==> config.mk <==
export PLATFORM = sky130hd
export DESIGN_NAME = tx_arbiter
export DESIGN_NICKNAME = d
export VERILOG_FILES = /design/src/rtl/tx_arb_pkg.sv /design/src/rtl/tx_arbiter_rr_pick.sv /design/src/rtl/tx_arbiter.sv
export SDC_FILE = /design/constraint.sdc
export NUM_CORES = 1
export LEC_CHECK = 0
export CAP_MARGIN = 25
export CORE_ASPECT_RATIO = 1.4
export CORE_MARGIN = 2
export CORE_UTILIZATION = 45
export CTS_CLUSTER_DIAMETER = 100
export DETAILED_ROUTE_END_ITERATION = 10
export PLACE_DENSITY = 0.71
export SETUP_SLACK_MARGIN = 0.05
export SLEW_MARGIN = 20
export SYNTH_ARGS = -nofsm -noshare
export SYNTH_HDL_FRONTEND = slang
export SYNTH_SLANG_ARGS = --single-unit
==> constraint.sdc <==
create_clock -name sysclk -period 4.1 [get_ports sysclk]
set_input_delay 1.025 -clock sysclk [delete_from_list [all_inputs] [get_ports sysclk]]
set_output_delay 1.025 -clock sysclk [all_outputs]
set_load 0.05 [all_outputs]
==> src/rtl/tx_arb_pkg.sv <==
// Shared types and constants for the serializer arbiter.
package tx_arb_pkg;

  typedef enum logic [2:0] {
    IDLE,
    LAUNCH,
    WAIT_BUSY,
    WAIT_DONE,
    GAP
  } state_t;

  localparam int unsigned NUM_SRC   = 3;
  localparam int unsigned SRC_KEY   = 0;
  localparam int unsigned SRC_WORD  = 1;
  localparam int unsigned SRC_TWEET = 2;

  typedef logic [7:0] byte_t;

endpackage

==> src/rtl/tx_arbiter_rr_pick.sv <==
// rr_pick: combinational 3-way source picker, round-robin after 'last'.
// With TX_ARB_FIXED_PRIO_EN defined it is fixed priority 0 > 1 > 2 and has no 'last' input.
module rr_pick
  import tx_arb_pkg::*;
(
`ifndef TX_ARB_FIXED_PRIO_EN
  input  logic [1:0]         last,
`endif
  input  logic [NUM_SRC-1:0] pend,
  output logic [1:0]         winner,
  output logic               valid
);

`ifdef TX_ARB_FIXED_PRIO_EN
  always_comb begin
    valid  = |pend;
    winner = '0;
    if (pend[0])      winner = 2'd0;
    else if (pend[1]) winner = 2'd1;
    else if (pend[2]) winner = 2'd2;
  end
`else
  logic [1:0] cand;
  logic       found;

  // Visit last+1, last+2, last (mod 3); the first pending source wins.
  always_comb begin
    valid  = |pend;
    winner = '0;
    cand   = '0;
    found  = 1'b0;
    for (int unsigned k = 1; k <= NUM_SRC; k++) begin
      cand = 2'((32'(last) + k) % NUM_SRC);
      if (!found && pend[cand]) begin
        found  = 1'b1;
        winner = cand;
      end
    end
  end
`endif

endmodule

==> src/rtl/tx_arbiter.sv <==
// tx_arbiter: holds one byte per source and shares the byte serializer among them.
// Define TX_ARB_FIXED_PRIO_EN for fixed 0 > 1 > 2 priority instead of round-robin.
module tx_arbiter
  import tx_arb_pkg::*;
#(
  parameter int unsigned START_TO   = 16,
  parameter int unsigned GAP_CYCLES = 0
) (
  input  logic       sysclk,
  input  logic       reset,
  input  logic [2:0] req_en,
  input  logic [2:0] req_start,
  input  logic [7:0] req_data0,
  input  logic [7:0] req_data1,
  input  logic [7:0] req_data2,
  output logic [7:0] ser_data,
  output logic       ser_start,
  input  logic       ser_busy,
  output logic [2:0] pend,
  output logic [2:0] grant,
  output logic [2:0] overflow,
  output logic       timeout_err,
  input  logic       clear_err
);

  localparam int unsigned TO_W  = ($clog2(START_TO + 1) < 1) ? 1 : $clog2(START_TO + 1);
  localparam int unsigned GAP_W = (GAP_CYCLES == 0) ? 1 : $clog2(GAP_CYCLES + 1);
  localparam logic [TO_W-1:0]  TO_LAST  = TO_W'(START_TO - 1);
  localparam logic [GAP_W-1:0] GAP_LAST = GAP_W'((GAP_CYCLES == 0) ? 0 : GAP_CYCLES - 1);

  state_t           state;
  byte_t            slot     [NUM_SRC];
  byte_t            src_data [NUM_SRC];
  logic [1:0]       win;
  logic             win_vld;
  logic [2:0]       consume;
  logic [2:0]       ovf_set;
  logic             to_fire;
  logic [TO_W-1:0]  to_cnt;
  logic [GAP_W-1:0] gap_cnt;
`ifndef TX_ARB_FIXED_PRIO_EN
  logic [1:0]       last;
`endif

  rr_pick u_pick (
`ifndef TX_ARB_FIXED_PRIO_EN
    .last   (last),
`endif
    .pend   (pend),
    .winner (win),
    .valid  (win_vld)
  );

  always_comb begin
    src_data[SRC_KEY]   = req_data0;
    src_data[SRC_WORD]  = req_data1;
    src_data[SRC_TWEET] = req_data2;
    consume = '0;
    if (state == IDLE && win_vld) consume[win] = 1'b1;
    ovf_set = req_en & req_start & pend & ~consume;
    to_fire = (state == WAIT_BUSY) && !ser_busy && (to_cnt == TO_LAST);
  end

  always_ff @(posedge sysclk) begin
    if (reset) begin
      state       <= IDLE;
      pend        <= '0;
      grant       <= '0;
      ser_start   <= 1'b0;
      ser_data    <= '0;
      overflow    <= '0;
      timeout_err <= 1'b0;
      to_cnt      <= '0;
      gap_cnt     <= '0;
      for (int unsigned i = 0; i < NUM_SRC; i++) slot[i] <= '0;
`ifndef TX_ARB_FIXED_PRIO_EN
      last        <= 2'd2;
`endif
    end else begin
      ser_start <= 1'b0;

      // A slot consumed on this edge can take a new byte; a full one keeps its old byte.
      for (int unsigned i = 0; i < NUM_SRC; i++) begin
        if (!req_en[i]) begin
          pend[i] <= 1'b0;
        end else if (req_start[i] && !(pend[i] && !consume[i])) begin
          slot[i] <= src_data[i];
          pend[i] <= 1'b1;
        end else if (consume[i]) begin
          pend[i] <= 1'b0;
        end
      end

      if (clear_err)    overflow <= '0;
      else              overflow <= overflow | ovf_set;
      if (clear_err)    timeout_err <= 1'b0;
      else if (to_fire) timeout_err <= 1'b1;

      case (state)
        IDLE: begin
          if (win_vld) begin
            state     <= LAUNCH;
            ser_data  <= slot[win];
            grant     <= 3'b001 << win;
            ser_start <= 1'b1;
`ifndef TX_ARB_FIXED_PRIO_EN
            last      <= win;
`endif
          end
        end
        LAUNCH: begin
          state  <= WAIT_BUSY;
          to_cnt <= '0;
        end
        WAIT_BUSY: begin
          if (ser_busy) begin
            state <= WAIT_DONE;
          end else if (to_cnt == TO_LAST) begin
            state   <= GAP;
            gap_cnt <= '0;
          end else begin
            to_cnt <= to_cnt + 1'b1;
          end
        end
        WAIT_DONE: begin
          if (!ser_busy) begin
            state   <= GAP;
            gap_cnt <= '0;
          end
        end
        GAP: begin
          if (gap_cnt == GAP_LAST) begin
            state <= IDLE;
            grant <= '0;
          end else begin
            gap_cnt <= gap_cnt + 1'b1;
          end
        end
        default: state <= IDLE;
      endcase
    end
  end

endmodule
## After elaboration in Yosys (flattened, before gate mapping)

Memory sizes are Yosys's and may differ from the RTL's. A register that Yosys moved wholly into a read port is not among the register bits.
Cells that the tools add are included.

| cells by class | value |
|---|---|
| reductions and logical operators | 39 |
| eq/ne operators | 12 |
| $add $sub $neg | 5 |
| bitwise logic cells | 12 |
| shift operators | 1 |
| mux-type cells | 54 |
| $lt $le $gt $ge | 5 |
| divide/modulo/power cells | 3 |

Operators with widths:

| cell | count |
|---|---|
| 32-bit by 2-bit modulo with 32-bit output (second input constant) | 3 |
| 1-bit two-way mux | 31 |
| 8-bit two-way mux | 3 |
| 3-bit two-way mux | 7 |
| 3-bit one-hot mux with 5 select lines | 1 |
| 1-bit logical AND | 12 |
| 2-bit by 3-bit < comparator with 1-bit output (second input constant) | 4 |
| 5-bit two-way mux | 2 |
| 2-bit != test (second input constant) | 5 |
| 5-bit one-hot mux with 2 select lines | 1 |
| 2-bit nonzero test | 5 |
| 2-bit OR reduction | 5 |
| 3-bit bitwise AND | 3 |
| 1-bit logical NOT | 9 |
| 4-bit AND reduction | 2 |
| 2-bit by 2-bit adder with 3-bit output (second input constant) | 2 |
| 1-bit binary-select mux with 2-bit select | 3 |
| 3-bit by 2-bit equality test with 1-bit output (second input constant) | 2 |
| 2-bit two-way mux | 3 |
| 3-bit one-hot mux with 2 select lines | 1 |
| 3-bit AND reduction | 2 |
| 5-bit by 1-bit adder with 5-bit output (second input constant) | 1 |
| 5-bit by 4-bit equality test with 1-bit output (second input constant) | 1 |
| 1-bit inverter | 4 |
| 17 further kinds | 19 |

| storage, ports and cells | value |
|---|---|
| memories kept | 1 |
| memory bits (writable) | 24 |
| flip-flop bits (word level) | 22 |
| input port bits | 34 |
| output and inout bits | 19 |

Memory list:

| name | words | width | read ports | clocked after Yosys merged registers in | wr ports | RTL line | RTL |
|---|---|---|---|---|---|---|---|
| slot | 3 | 8 | 1 | 1 | 3 | tx_arbiter.sv:32 | `byte_t slot [NUM_SRC];` |

## Longest topological paths before layout

Gate-level depths: netlist of the first run.

| logic depth | value |
|---|---|
| depth in word-level cells | 25 |
| depth in mapped cells | 10 |
| gate-level depth less buffers | 9 |

## Modules after synthesis

From an unflattened synthesis of the first run, not the netlist that was laid out.

| second synthesis, totals | value |
|---|---|
| cell total of the unflattened synthesis | 239 |
| area, all modules | 2524.9 um^2 |

Modules (own cells, without submodules):

| module | seq. area each (um^2) | times used | area an instance (um^2) | cells each |
|---|---|---|---|---|
| tx_arbiter | 1301.2 | 1 | 2419.8 | 225 |
| rr_pick | 0.0 | 1 | 105.1 | 14 |

## Worst setup path before layout of the first run

OpenSTA, ideal clock, no wires.

| timing | value |
|---|---|
| path kind | flip-flop to flip-flop |
| start | register pend[0] |
| end | memory slot[0][0] (netlist name) (enable) |
| period minus slack after synthesis | 2771 ps |
| setup slack | 1329 ps |
| arrival time | 2387 ps |
| buffers on the path | 2 |
| cell stages (with the launch flop) | 8 |
| path through | dfxtp_1 buf_2 nor3_1 nand2b_1 clkbuf_1 nor3_1 a21boi_0 o21ai_0 |

RTL lines:

| what | RTL line | RTL |
|---|---|---|
| start, declared | tx_arbiter.sv:19 | `output logic [2:0] pend,` |
| start signal, assigned | tx_arbiter.sv:67 | `pend <= '0;` |
| start signal, assigned by index | tx_arbiter.sv:85 | `pend[i] <= 1'b0;` |
| start signal, assigned by index | tx_arbiter.sv:88 | `pend[i] <= 1'b1;` |
| end, declared | tx_arbiter.sv:32 |  |

==> results of run 1 <==
==> cell usage after synthesis, drive strengths merged, types with 2 or more instances <==
master and instances:
o22a 2, a31oi 3, inv 8, and3 2
nor2b 5, buf 15, nand4 2, o22ai 9
a311oi 8, a221oi 3, o21ai 16, nand3 2
nor3 8, nand2b 12, edfxtp 24, a21oi 37
clkbuf 8, nor2 16, nor4 2, o211a 2
xor2 3, nand2 47, dfxtp 29, a211oi 3
ha 6, a21boi 4, nor3b 2, mux2i 3
==> cell usage in the layout, fill, tap and decap left out, drive strengths merged, types with 3 or more instances in the layout <==
cell           instances
xor2                   3
a21boi                 4
a221oi                 3
a211oi                 3
a31oi                  3
a21oi                 37
dfxtp                 29
nand2                 47
nor2                  16
mux2i                  3
ha                     6
buf                    6
edfxtp                24
nor2b                  5
o22ai                  9
clkdlybuf4s50         52
inv                    9
a311oi                 8
o21ai                 16
nor3                   8
clkbuf                 5
nand2b                12
==> where the power goes <==
part	internal (mW)	switching [mW]	total, mW	leakage (nW)
logic	0.226	0.376	0.602	0.691
registers	0.624	0.0540	0.678	0.491
clock network	0.183	0.184	0.367	0.0547
==> cell families after synthesis <==
| logic type | synth area share |
|---|---|
| AND/OR/NAND/NOR | 0.176 |
| AO/OA/AOI/OAI | 0.232 |
| flip-flops | 0.481 |
| buffers and inverters | 0.0559 |
| adder cells (fa/ha/maj) | 0.0277 |
| multiplexers | 0.0180 |
| XOR/XNOR | 0.00971 |
==> critical path, delay by kind of cell (launching register included) <==
family                   cells  cell delay (ps)
multiplexers                 1              320
AO/OA/AOI/OAI                5             1500
adder cells (fa/ha/maj)      1              320
buffers and inverters        1              100
flip-flops                   1              340
==> stage by stage <==
stage	power [mW]	setup WS, ps	hold WS (ps)	instance area (um^2)	instances
after floorplan	1.12	1330	460	2710	295
after global placement	1.28	1230	438	3230	399
after detailed placement	1.29	1150	448	3240	400
after CTS	1.65	1210	475	3360	408
after global routing	1.73	978	513	3360	408
final	1.65	1220	467	3360	408
==> cell type report <==
| type | count | area, um^2 |
|---|---|---|
| Fill cell | 519 | 2470 |
| Sequential cell | 53 | 1300 |
| Multi-Input combinational cell | 211 | 1250 |
| Timing Repair Buffer | 58 | 569 |
| Tap cell | 70 | 87.6 |
| Clock buffer | 5 | 68.8 |
| Clock inverter | 3 | 43.8 |
| Inverter | 8 | 30.0 |
==> worst paths after layout <==
check / start / endpoint / slack (ps) / depth (start not counted)
max: last[0] / slot[1][3] / 1220 / 8
min: overflow[2] / overflow[2] / 470 / 2
max reg2reg: last[0] / slot[1][3] / 1220 / 8
min reg2reg: overflow[2] / overflow[2] / 470 / 2
==> registers in the layout (all words and copies together) (netlist names) <==
| signal | flops |
|---|---|
| last | 2 |
| pend | 3 |
| overflow | 3 |
| to_cnt | 5 |
| state | 3 |
| grant | 3 |
| slot | 24 |
| timeout_err | 1 |
| ser_start | 1 |
| ser_data | 8 |
==> routing by layer <==
layer / track usage / share of wire / wire, um / vias to the layer above
met4: 0.0915 / 0.026 / 165 / 0
li1: - / - / - / 1151
met5: 0 / 0 / 0 / -
met1: 0.222 / 0.40 / 2480 / 1104
met3: 0.0356 / 0.051 / 319 / 12
met2: 0.352 / 0.53 / 3310 / 74
==> results.toml, run 1 <==
[grt]
grtUsageTotal = 0.194
grt_antenna_before_repair = 0
grt_max_degree = 30
grt_pass1_vias = 2146
grt_pass1_wl_mm = 10.1
grt_overflow = 0

[cts]
clkLatencyLatePin_ps = 310
cts-root-buf = "clkbuf_8"
holdBufCountCts = 0
clock_sinks = 53
cts_resized = 0
h-tree-depth = 2
clock_path_buffers = 2
cts_tree = "yes"
clk_pin_slew_ps = 100
cts_buffers = 5
postCtsSetupBuffers = 0

[route]
wl_per_cell_um = 15.4
vias = 2341
drt_iter0_drc = 151
wirelength_mm = 6.28
drc = 0
ant_nets = 0
viasPerCell = 5.74
first_pass_iters = 4

[die]
io_pins = 53
fp.dieW_um = 69.6
dieArea_um2 = 6660
num_rows = 33
core_um2 = 5820
dieHeight_um = 95.8
initial_core_util = 0.465

[yosys]
async_reset_ff_frac = 0
synth_top_area_frac = 0.266
synth_top_cell_by_area = "edfxtp_1"
netlist_area_um2 = 2710
synth_warnings = 0
synth_seq_cells = 53
synth.area.top_cells = "edfxtp_1 27%, dfxtp_1 21%, a21oi_1 6.7%, nand2_1 6.5%, ha_1 2.8%"
synth_edf_count = 24
syn_avg_cell_area_um2 = 9.18
synth_nets = 335
ys.flop_type = "dfxtp_1"
syn_inst = 295
synth_cell_types = 51
ys_seq_area_frac = 0.481

[worst_setup_path]
arrival_ps = 2920
cp-start-kind = "register"
max_stage_delay_ps = 700
crit_fanout = 24
slowest_stage = "o21ai_2"
worstSetupEndpointType = "register"
crit_required_ps = 4130
crit_chain = "inv_1 > ha_1 > mux2i_2 > o22ai_1 > o221a_2 > o21ba_1 > o21ai_2 > a21oi_1"
path_class = "register to register"

[power]
powerDensity_nw_per_um2 = 491
p_leak_nw = 1.24
ir_worst_vdd_mv = 0.302

[cells_and_area]
nets = 377
utilization = 0.576
drive_above_1_share = 0.0680
synthToLayoutAreaGrowth_pct = 23.9
antenna_cells = 0

[sta]
finalClockSkew_ps = 5.57
worstMarginPinSlew_ps = 912
fin_crit_sh = 0.704
drv_slew = 0
finalHoldViolCount = 0
fin_crit_ps = 2880
fmax_ghz = 0.347
rsz0062_at_grt = "false"
setup_viol = 0
setup_tns_ps = 0
maxSlewHeadroom = 0.392

[flow_run]
drv_cap = 0

[placement]
gp_congestion = 0.876
io_buffers = 52
dp_hpwl_mm = 4.45

[run_status]
status = "finished, final reports clean"

[worst_hold_path]
hp-class = "register to register"
(Power assumes the default switching activity.)
==> run 2, diff against run 1 <==
==> constraint.sdc (replaced) <==
create_clock -name sysclk -period 2.9 [get_ports sysclk]
set_input_delay 0.725 -clock sysclk [delete_from_list [all_inputs] [get_ports sysclk]]
set_output_delay 0.725 -clock sysclk [all_outputs]
set_load 0.05 [all_outputs]
==> results.toml, run 2 (synthesized netlist as in run 1, its figures left out) <==
[run_status]
status = "finished, final reports clean"

[route]
wirelength_mm = 6.24
vias = 2291
wl_per_cell_um = 15.2
first_pass_iters = 4
viasPerCell = 5.56
drt_iter0_drc = 103
ant_nets = 0
drc = 0

[sta]
setup_viol = 0
maxSlewHeadroom = 0.659
drv_slew = 0
whs_ps = 470
finalClockSkew_ps = 7.42
setup_ws_ps = 361
fin_crit_sh = 0.876
setup_tns_ps = 0
fmax_ghz = 0.394
rsz0062_at_grt = "false"
fin_crit_ps = 2540
finalHoldViolCount = 0
worstMarginPinSlew_ps = 510

[die]
io_pins = 53
dieHeight_um = 95.8
num_rows = 33
fp.dieW_um = 69.6
initial_core_util = 0.465
core_um2 = 5820
dieArea_um2 = 6660

[cts]
holdBufCountCts = 0
cts_resized = 0
clk_pin_slew_ps = 90
cts_tree = "yes"
cts-root-buf = "clkbuf_8"
postCtsSetupBuffers = 0
clock_sinks = 53
h-tree-depth = 2
clock_path_buffers = 2
cts_buffers = 5
clkLatencyLatePin_ps = 300

[flow_run]
drv_cap = 0

[grt]
grt_antenna_before_repair = 0
grt_max_degree = 27
grtUsageTotal = 0.192
grt_pass1_wl_mm = 10.1
grt_pass1_vias = 2202
grt_overflow = 0

[power]
powerDensity_nw_per_um2 = 664
p_leak_nw = 1.24
ir_worst_vdd_mv = 0.386

[cells_and_area]
mostFrequentLayoutCells = "52 x clkdlybuf4s50_1, 47 x nand2_1, 36 x a21oi_1"
largest_reg_flops = 24
final_common_cell = "clkdlybuf4s50_1"
antenna_cells = 0
top_register = "slot"
nets = 381
stdcell_count = 412
fin_area_um2 = 3350
largest_registers = "slot (24), ser_data (8), to_cnt (5)"
synthToLayoutAreaGrowth_pct = 23.8
drive_above_1_share = 0.0731

[placement]
gp_congestion = 0.879
placed_cell_area_um2 = 3270
io_buffers = 52
dp_hpwl_mm = 4.57
dpl_worst_slack_ps = 380
dp.cells = 404

[worst_hold_path]
hp-class = "register to register"

[worst_setup_path]
cp-start-kind = "register"
crit_fanout = 9
path_class = "register to register"
reg2reg_slack_ps = 360
worstSetupEndpointType = "register"
arrival_ps = 2580
crit_required_ps = 2950
## run 2: path summary, 6_finish.rpt
path	cells past startpoint	endpoint	start
hold / removal	2	overflow[2]	overflow[2]
setup reg to reg	8	slot[2][4]	last[0]
hold reg to reg	2	overflow[2]	overflow[2]
setup / recovery	8	slot[2][4]	last[0]
## run 2: critical path, cell delays in order, from the launching register on
cell and delay (ps):
dfxtp_1 360, inv_1 90, ha_1 420, nand2_1 130
o22a_1 230, a221oi_2 360, nand2b_1 210, o21ai_0 120
a31o_2 380
## run 2: metal layers
layer | track usage | up-vias | part of all wire
met5 | 0 | - | 0
met4 | 0.0507 | 0 | 0.0083
met3 | 0.0293 | 4 | 0.048
met2 | 0.382 | 64 | 0.54
met1 | 0.212 | 1065 | 0.40
li1 | - | 1158 | -
## run 2: through the flow
step | util | power, mW
2_1_floorplan | - | 1.59
3_3_place_gp | 0.562 | 1.83
3_5_place_dp | 0.562 | 1.84
4_1_cts | 0.576 | 2.24
5_1_grt | 0.576 | 2.35
6_report | 0.576 | 2.23
## run 2: final cells by class
type / count / area (um^2)
clock buffer: 7 / 76.3
multi-input combinational: 211 / 1250
timing repair buffer: 62 / 596
clock inverter: 1 / 7.51
inverter: 8 / 30.0
sequential: 53 / 1300
tap: 70 / 87.6
fill: 521 / 2470
## run 2: report_power, final
group	switching, mW	internal, mW	leakage (nW)
sequential	0.0724	0.882	0.491
clock	0.236	0.172	0.0385
combinational	0.538	0.327	0.708
==> variant 1: new RTL, settings of run 2 <==
One comparison of `to_cnt` changes from == to >=.
--- a/src/rtl/tx_arbiter.sv
+++ b/src/rtl/tx_arbiter.sv
@@ -59,5 +59,5 @@
     if (state == IDLE && win_vld) consume[win] = 1'b1;
     ovf_set = req_en & req_start & pend & ~consume;
-    to_fire = (state == WAIT_BUSY) && !ser_busy && (to_cnt == TO_LAST);
+    to_fire = (state == WAIT_BUSY) && !ser_busy && (to_cnt >= TO_LAST);
   end
 
Function: same outputs for any inputs over 4 cycles, from zero or initial values and one cycle with reset high; that may be too few to reach the edited logic, so the function may still have changed.
==> variant 1 against run 2 <==
Worst setup slack got worse by 0.21 ns; area after synthesis shrank 4.5%; final area down 1.8%; wire length is 6.1% lower; count of clock-buffer cells in the layout is 2 lower; sequential cell count stayed put; synthesized cell count fell by 13%.
Power is not compared: it rests on default switching activity, and its combinational part moved more than twofold at a synthesized area within 25%.
==> variant 1: results (changes against run 2) <==
- Post-placement cell count: 369 (-8.7%)
- CP Max Fanout: 11 (+2)
- CP top delay family: compound AO/OA/AOI/OAI gates
- Worst Path Arrival: 2.77 ns (+0.19 ns)
- Placed inst area: 0.003166 mm^2 (-3.2%)
- Synth area leaders: edfxtp_1, dfxtp_1, mux2i_1
- Detailed placer's ending HPWL: 4185 um (-8.5%)
- Buffers added on ports: 52 (unchanged)
- Syn_nets: 297 (-11%)
- Hold Crit Class: reg2reg
- Worst reg-to-reg setup slack: 0.15 ns (-0.21 ns)
- Total track usage: 0.1949 (+0.002484)
- Fillers: 487 (-6.5%)
- Post-synthesis cell type count: 45 (-12%)
- Post-CTS setup buffer count: 0 (unchanged)
- Number of DRC markers in iteration 0: 198 (+92%)
- DRT Wirelength: 5859 um (-6.1%)
- Layout Nets: 349 (-8.4%)
- Syn avg cell area: 10.06 um^2 (+9.6%)
- Post-synth top cells: dfxtp_1, edfxtp_1, nand2_1
- Rel. slew slack: 0.6556 (-0.003125)
- First-pass GRT wire length: 9335 um (-7.8%)
- Worst slack at placement: 0.2102 ns (-0.1698 ns)
- Area of the multi-input gates: 0.001185 mm^2 (-5.6%)
- Clock Skew: 0.007636 ns (+0.0002178 ns)
- DRC: 0 (unchanged)
- Layout cell share with drive strength beyond 1: 0.1129 (+0.03980)
- Seq/Total Area, Yosys: 0.5031 (+0.02255)
- Vias in the first global route: 2105 (-4.4%)
- Peak supply drop: between 300 and 400 uV
- Total power: 1.795 mW
- Largest net degree at the start of global routing: 25 (-7.4%)
- Fin Hold WS: 0.4646 ns (-0.005427 ns)
- Vias/cell: 5.495 (-1.2%)
- Status: finished clean
- Dominant synthesized flop cell: dfxtp_1
- Registers with the most flip-flops: slot x24, ser_data x8, to_cnt x5
- Final cell count without fillers: 378 (-8.3%)
- Final Wtd Congestion: 0.7955 (-9.4%)
- Max incr delay on CP: 0.45 ns (+0.03 ns)
variant 1: changes by cell type after synthesis, sizes merged, moves of 5 or more:
cell	before	now
buf	15	9
o21ai	16	11
mux2i	3	14
nor3	8	3
a21oi	37	16
a311oi	8	0
and2	1	25
nand2	47	24
nor2	16	22
nand2b	12	3
variant 1: cells by family (layout without fill, tap and decap cells):
| group | count (synthesis) | count (layout) | share of synthesized area |
|---|---|---|---|
| mux | 14 | 14 | 0.05418 |
| simple gates | 104 | 104 | 0.2206 |
| flops | 53 | 53 | 0.5031 |
| compound gates | 55 | 56 | 0.1447 |
| buf+inv | 24 | 76 | 0.04500 |
| xor+xnor | 1 | 1 | 0.003387 |
| fa+ha+maj | 6 | 6 | 0.02903 |
variant 1: routing by layer:
layer	global-route usage	part of all wire	up-vias	routed length, um
met5	0	0	-	0
met4	0.09167	0.029	0	169
met3	0.03837	0.041	15	241
met2	0.3325	0.53	59	3098
met1	0.2281	0.40	979	2351
li1	-	-	1024	-
variant 1: final timing paths:
kind	to	depth (start not counted)	from
worst max-delay path	slot[0][2]$_SDFFCE_PN0P_	9	last[0]$_SDFFE_PP0N_
worst min-delay path	overflow[2]$_SDFF_PP0_	2	overflow[2]$_SDFF_PP0_
worst max register to register	slot[0][2]$_SDFFCE_PN0P_	9	last[0]$_SDFFE_PP0N_
worst min register to register	overflow[2]$_SDFF_PP0_	2	overflow[2]$_SDFF_PP0_
variant 1: layout make-up:
| cell class | instances | share of cell area |
|---|---|---|
| Clock inverter | 3 | 0.01329 |
| Clock buffer | 5 | 0.02089 |
| Tap cell | 68 | 0.02583 |
| Timing Repair Buffer | 60 | 0.1762 |
| Sequential cell | 53 | 0.3950 |
| Multi-Input combinational cell | 181 | 0.3597 |
| Inverter | 8 | 0.009115 |
==> variant 2: new RTL, config.mk and constraints of run 2 <==
Made on the original files. The option `TX_ARB_FIXED_PRIO_EN` is turned on by a define.
--- a/src/rtl/tx_arbiter_rr_pick.sv
+++ b/src/rtl/tx_arbiter_rr_pick.sv
@@ -1,4 +1,6 @@
 // rr_pick: combinational 3-way source picker, round-robin after 'last'.
 // With TX_ARB_FIXED_PRIO_EN defined it is fixed priority 0 > 1 > 2 and has no 'last' input.
+`define TX_ARB_FIXED_PRIO_EN
+
 module rr_pick
   import tx_arb_pkg::*;
Formal check against the unedited RTL: not equivalent (a bounded check fails within 10 cycles, from zero or initial values and one cycle with reset high).
==> variant 2 against run 2 <==
Worst setup slack gained 0.30 ns; via count is 22% lower; critical endpoint is now to_cnt[1]$_SDFFE_PP0P_; wire length down 25%; sequential cell count shrank 2; area after synthesis decreased by 9.8%; final area fell by 7.6%; cell count is 18% lower.
Power is not compared: it rests on default switching activity, and its combinational part moved more than twofold at a synthesized area within 25%.
==> variant 2: results (changes against run 2) <==
- Status: finished clean
- Number of DRC markers in iteration 0: 79 (-23%)
- Layout Nets: 307 (-19%)
- R2R cell count: 7 (-1)
- # H-tree levels: 2 (unchanged)
- Seq/Total Area, Yosys: 0.5167 (+0.03607)
- CP Max Fanout: 6 (-3)
- Critical path's slowest cell: or4b_1
- Clock Skew: 0.005280 ns (-0.002139 ns)
- Largest net degree at the start of global routing: 29 (+7.4%)
- Min-delay src: to_cnt[4]$_SDFFE_PP0P_
- Routed via count: 1778 (-22%)
- Reg-to-Reg Start: to_cnt[0]$_SDFFE_PP0P_
- First-pass GRT wire length: 7824 um (-23%)
- Final Wtd Congestion: 0.7759 (-12%)
- Fillers: 453 (-13%)
- Worst Path Arrival: 2.47 ns (-0.11 ns)
- Worst slew pin tran: 0.5984 ns (+0.08835 ns)
- Met2 Use GR: 0.2650 (-0.1172)
- CP top delay family: simple AND/OR/NAND/NOR gates
- Detailed placer's ending HPWL: 3347 um (-27%)
- Post-placement cell count: 330 (-18%)
- Max incr delay on CP: 0.50 ns (+0.08 ns)
- Post-synth top cells: dfxtp_1, edfxtp_1, nor2_1, nor3b_2, nor3_1
- GR met1 Demand/Resource: 0.2168 (+0.004458)
- Syn avg cell area: 10.90 um^2 (+19%)
- GRT met3 Usage: 0.03841 (+0.009095)
- FFs w/ async S/R, synth: 0 (unchanged)
- Final cell count without fillers: 338 (-18%)
- Post-synthesis cell type count: 38 (-25%)
- Placed inst area: 0.002989 mm^2 (-8.6%)
- Syn_nets: 260 (-22%)
- Total track usage: 0.1664 (-0.02607)
- Synth area leaders: edfxtp_1, dfxtp_1, nor3b_2
- Vias in the first global route: 1699 (-23%)
- Drt first pass iters: 4 (unchanged)
- Worst reg-to-reg setup slack: 0.66 ns (+0.30 ns)
[variant 2: worst paths after layout]
kind                                          endpoint
worst max-delay path            to_cnt[1]$_SDFFE_PP0P_
worst min-delay path            to_cnt[4]$_SDFFE_PP0P_
worst max register to register  to_cnt[1]$_SDFFE_PP0P_
worst min register to register  to_cnt[4]$_SDFFE_PP0P_
[variant 2: layout make-up]
type                       count  area (um^2)  share of cell area
timing repair buffer          59        568.0              0.1833
clock buffer                   6        72.57             0.02342
multi-input combinational    150         1062              0.3428
sequential                    51         1261              0.4069
tap                           66        82.58             0.02665
clock inverter                 2        37.54             0.01211
inverter                       4        15.01            0.004845
[variant 2: cells by family (layout without fill, tap and decap cells)]
logic type	count (synthesis)	in the layout	synth area share
buffers and inverters	23	71	0.04818
adder cells (fa/ha/maj)	2	2	0.01025
XOR/XNOR	2	2	0.007177
flip-flops	51	51	0.5167
AO/OA/AOI/OAI	49	49	0.1471
AND/OR/NAND/NOR	97	97	0.2706
[variant 2: power by group through the flow]
stage / Clock [mW] / Combinational (mW) / Sequential [mW]
after global placement: 0 / 0.414 / 0.866
after floorplan: 0 / 0.228 / 0.937
after CTS: 0.501 / 0.420 / 0.851
after detailed placement: 0 / 0.418 / 0.868
final: 0.485 / 0.416 / 0.851
after global routing: 0.529 / 0.456 / 0.858
[variant 2: metrics by stage]
step                setup slack [ns]  total power, mW  hold WS (ns)
finish                        0.6618            1.751        0.4823
global route                  0.4827            1.843        0.5221
CTS                           0.6395            1.772        0.4835
detailed placement            0.3796            1.286        0.4728
global placement              0.4487            1.280        0.4534
floorplan                     0.7732            1.165        0.4461
[variant 2: metal layers]
layer	up-vias	share of wire	wire [um]
li1	915	-	-
met1	817	0.44	2073
met2	37	0.50	2322
met3	9	0.040	185
met4	0	0.020	93
met5	-	0	0
[variant 2: tightest hold or removal path, stage by stage, from the launching register on]
cell and delay, ns:
dfxtp_1 0.32, nand2b_1 0.07, a21oi_1 0.06
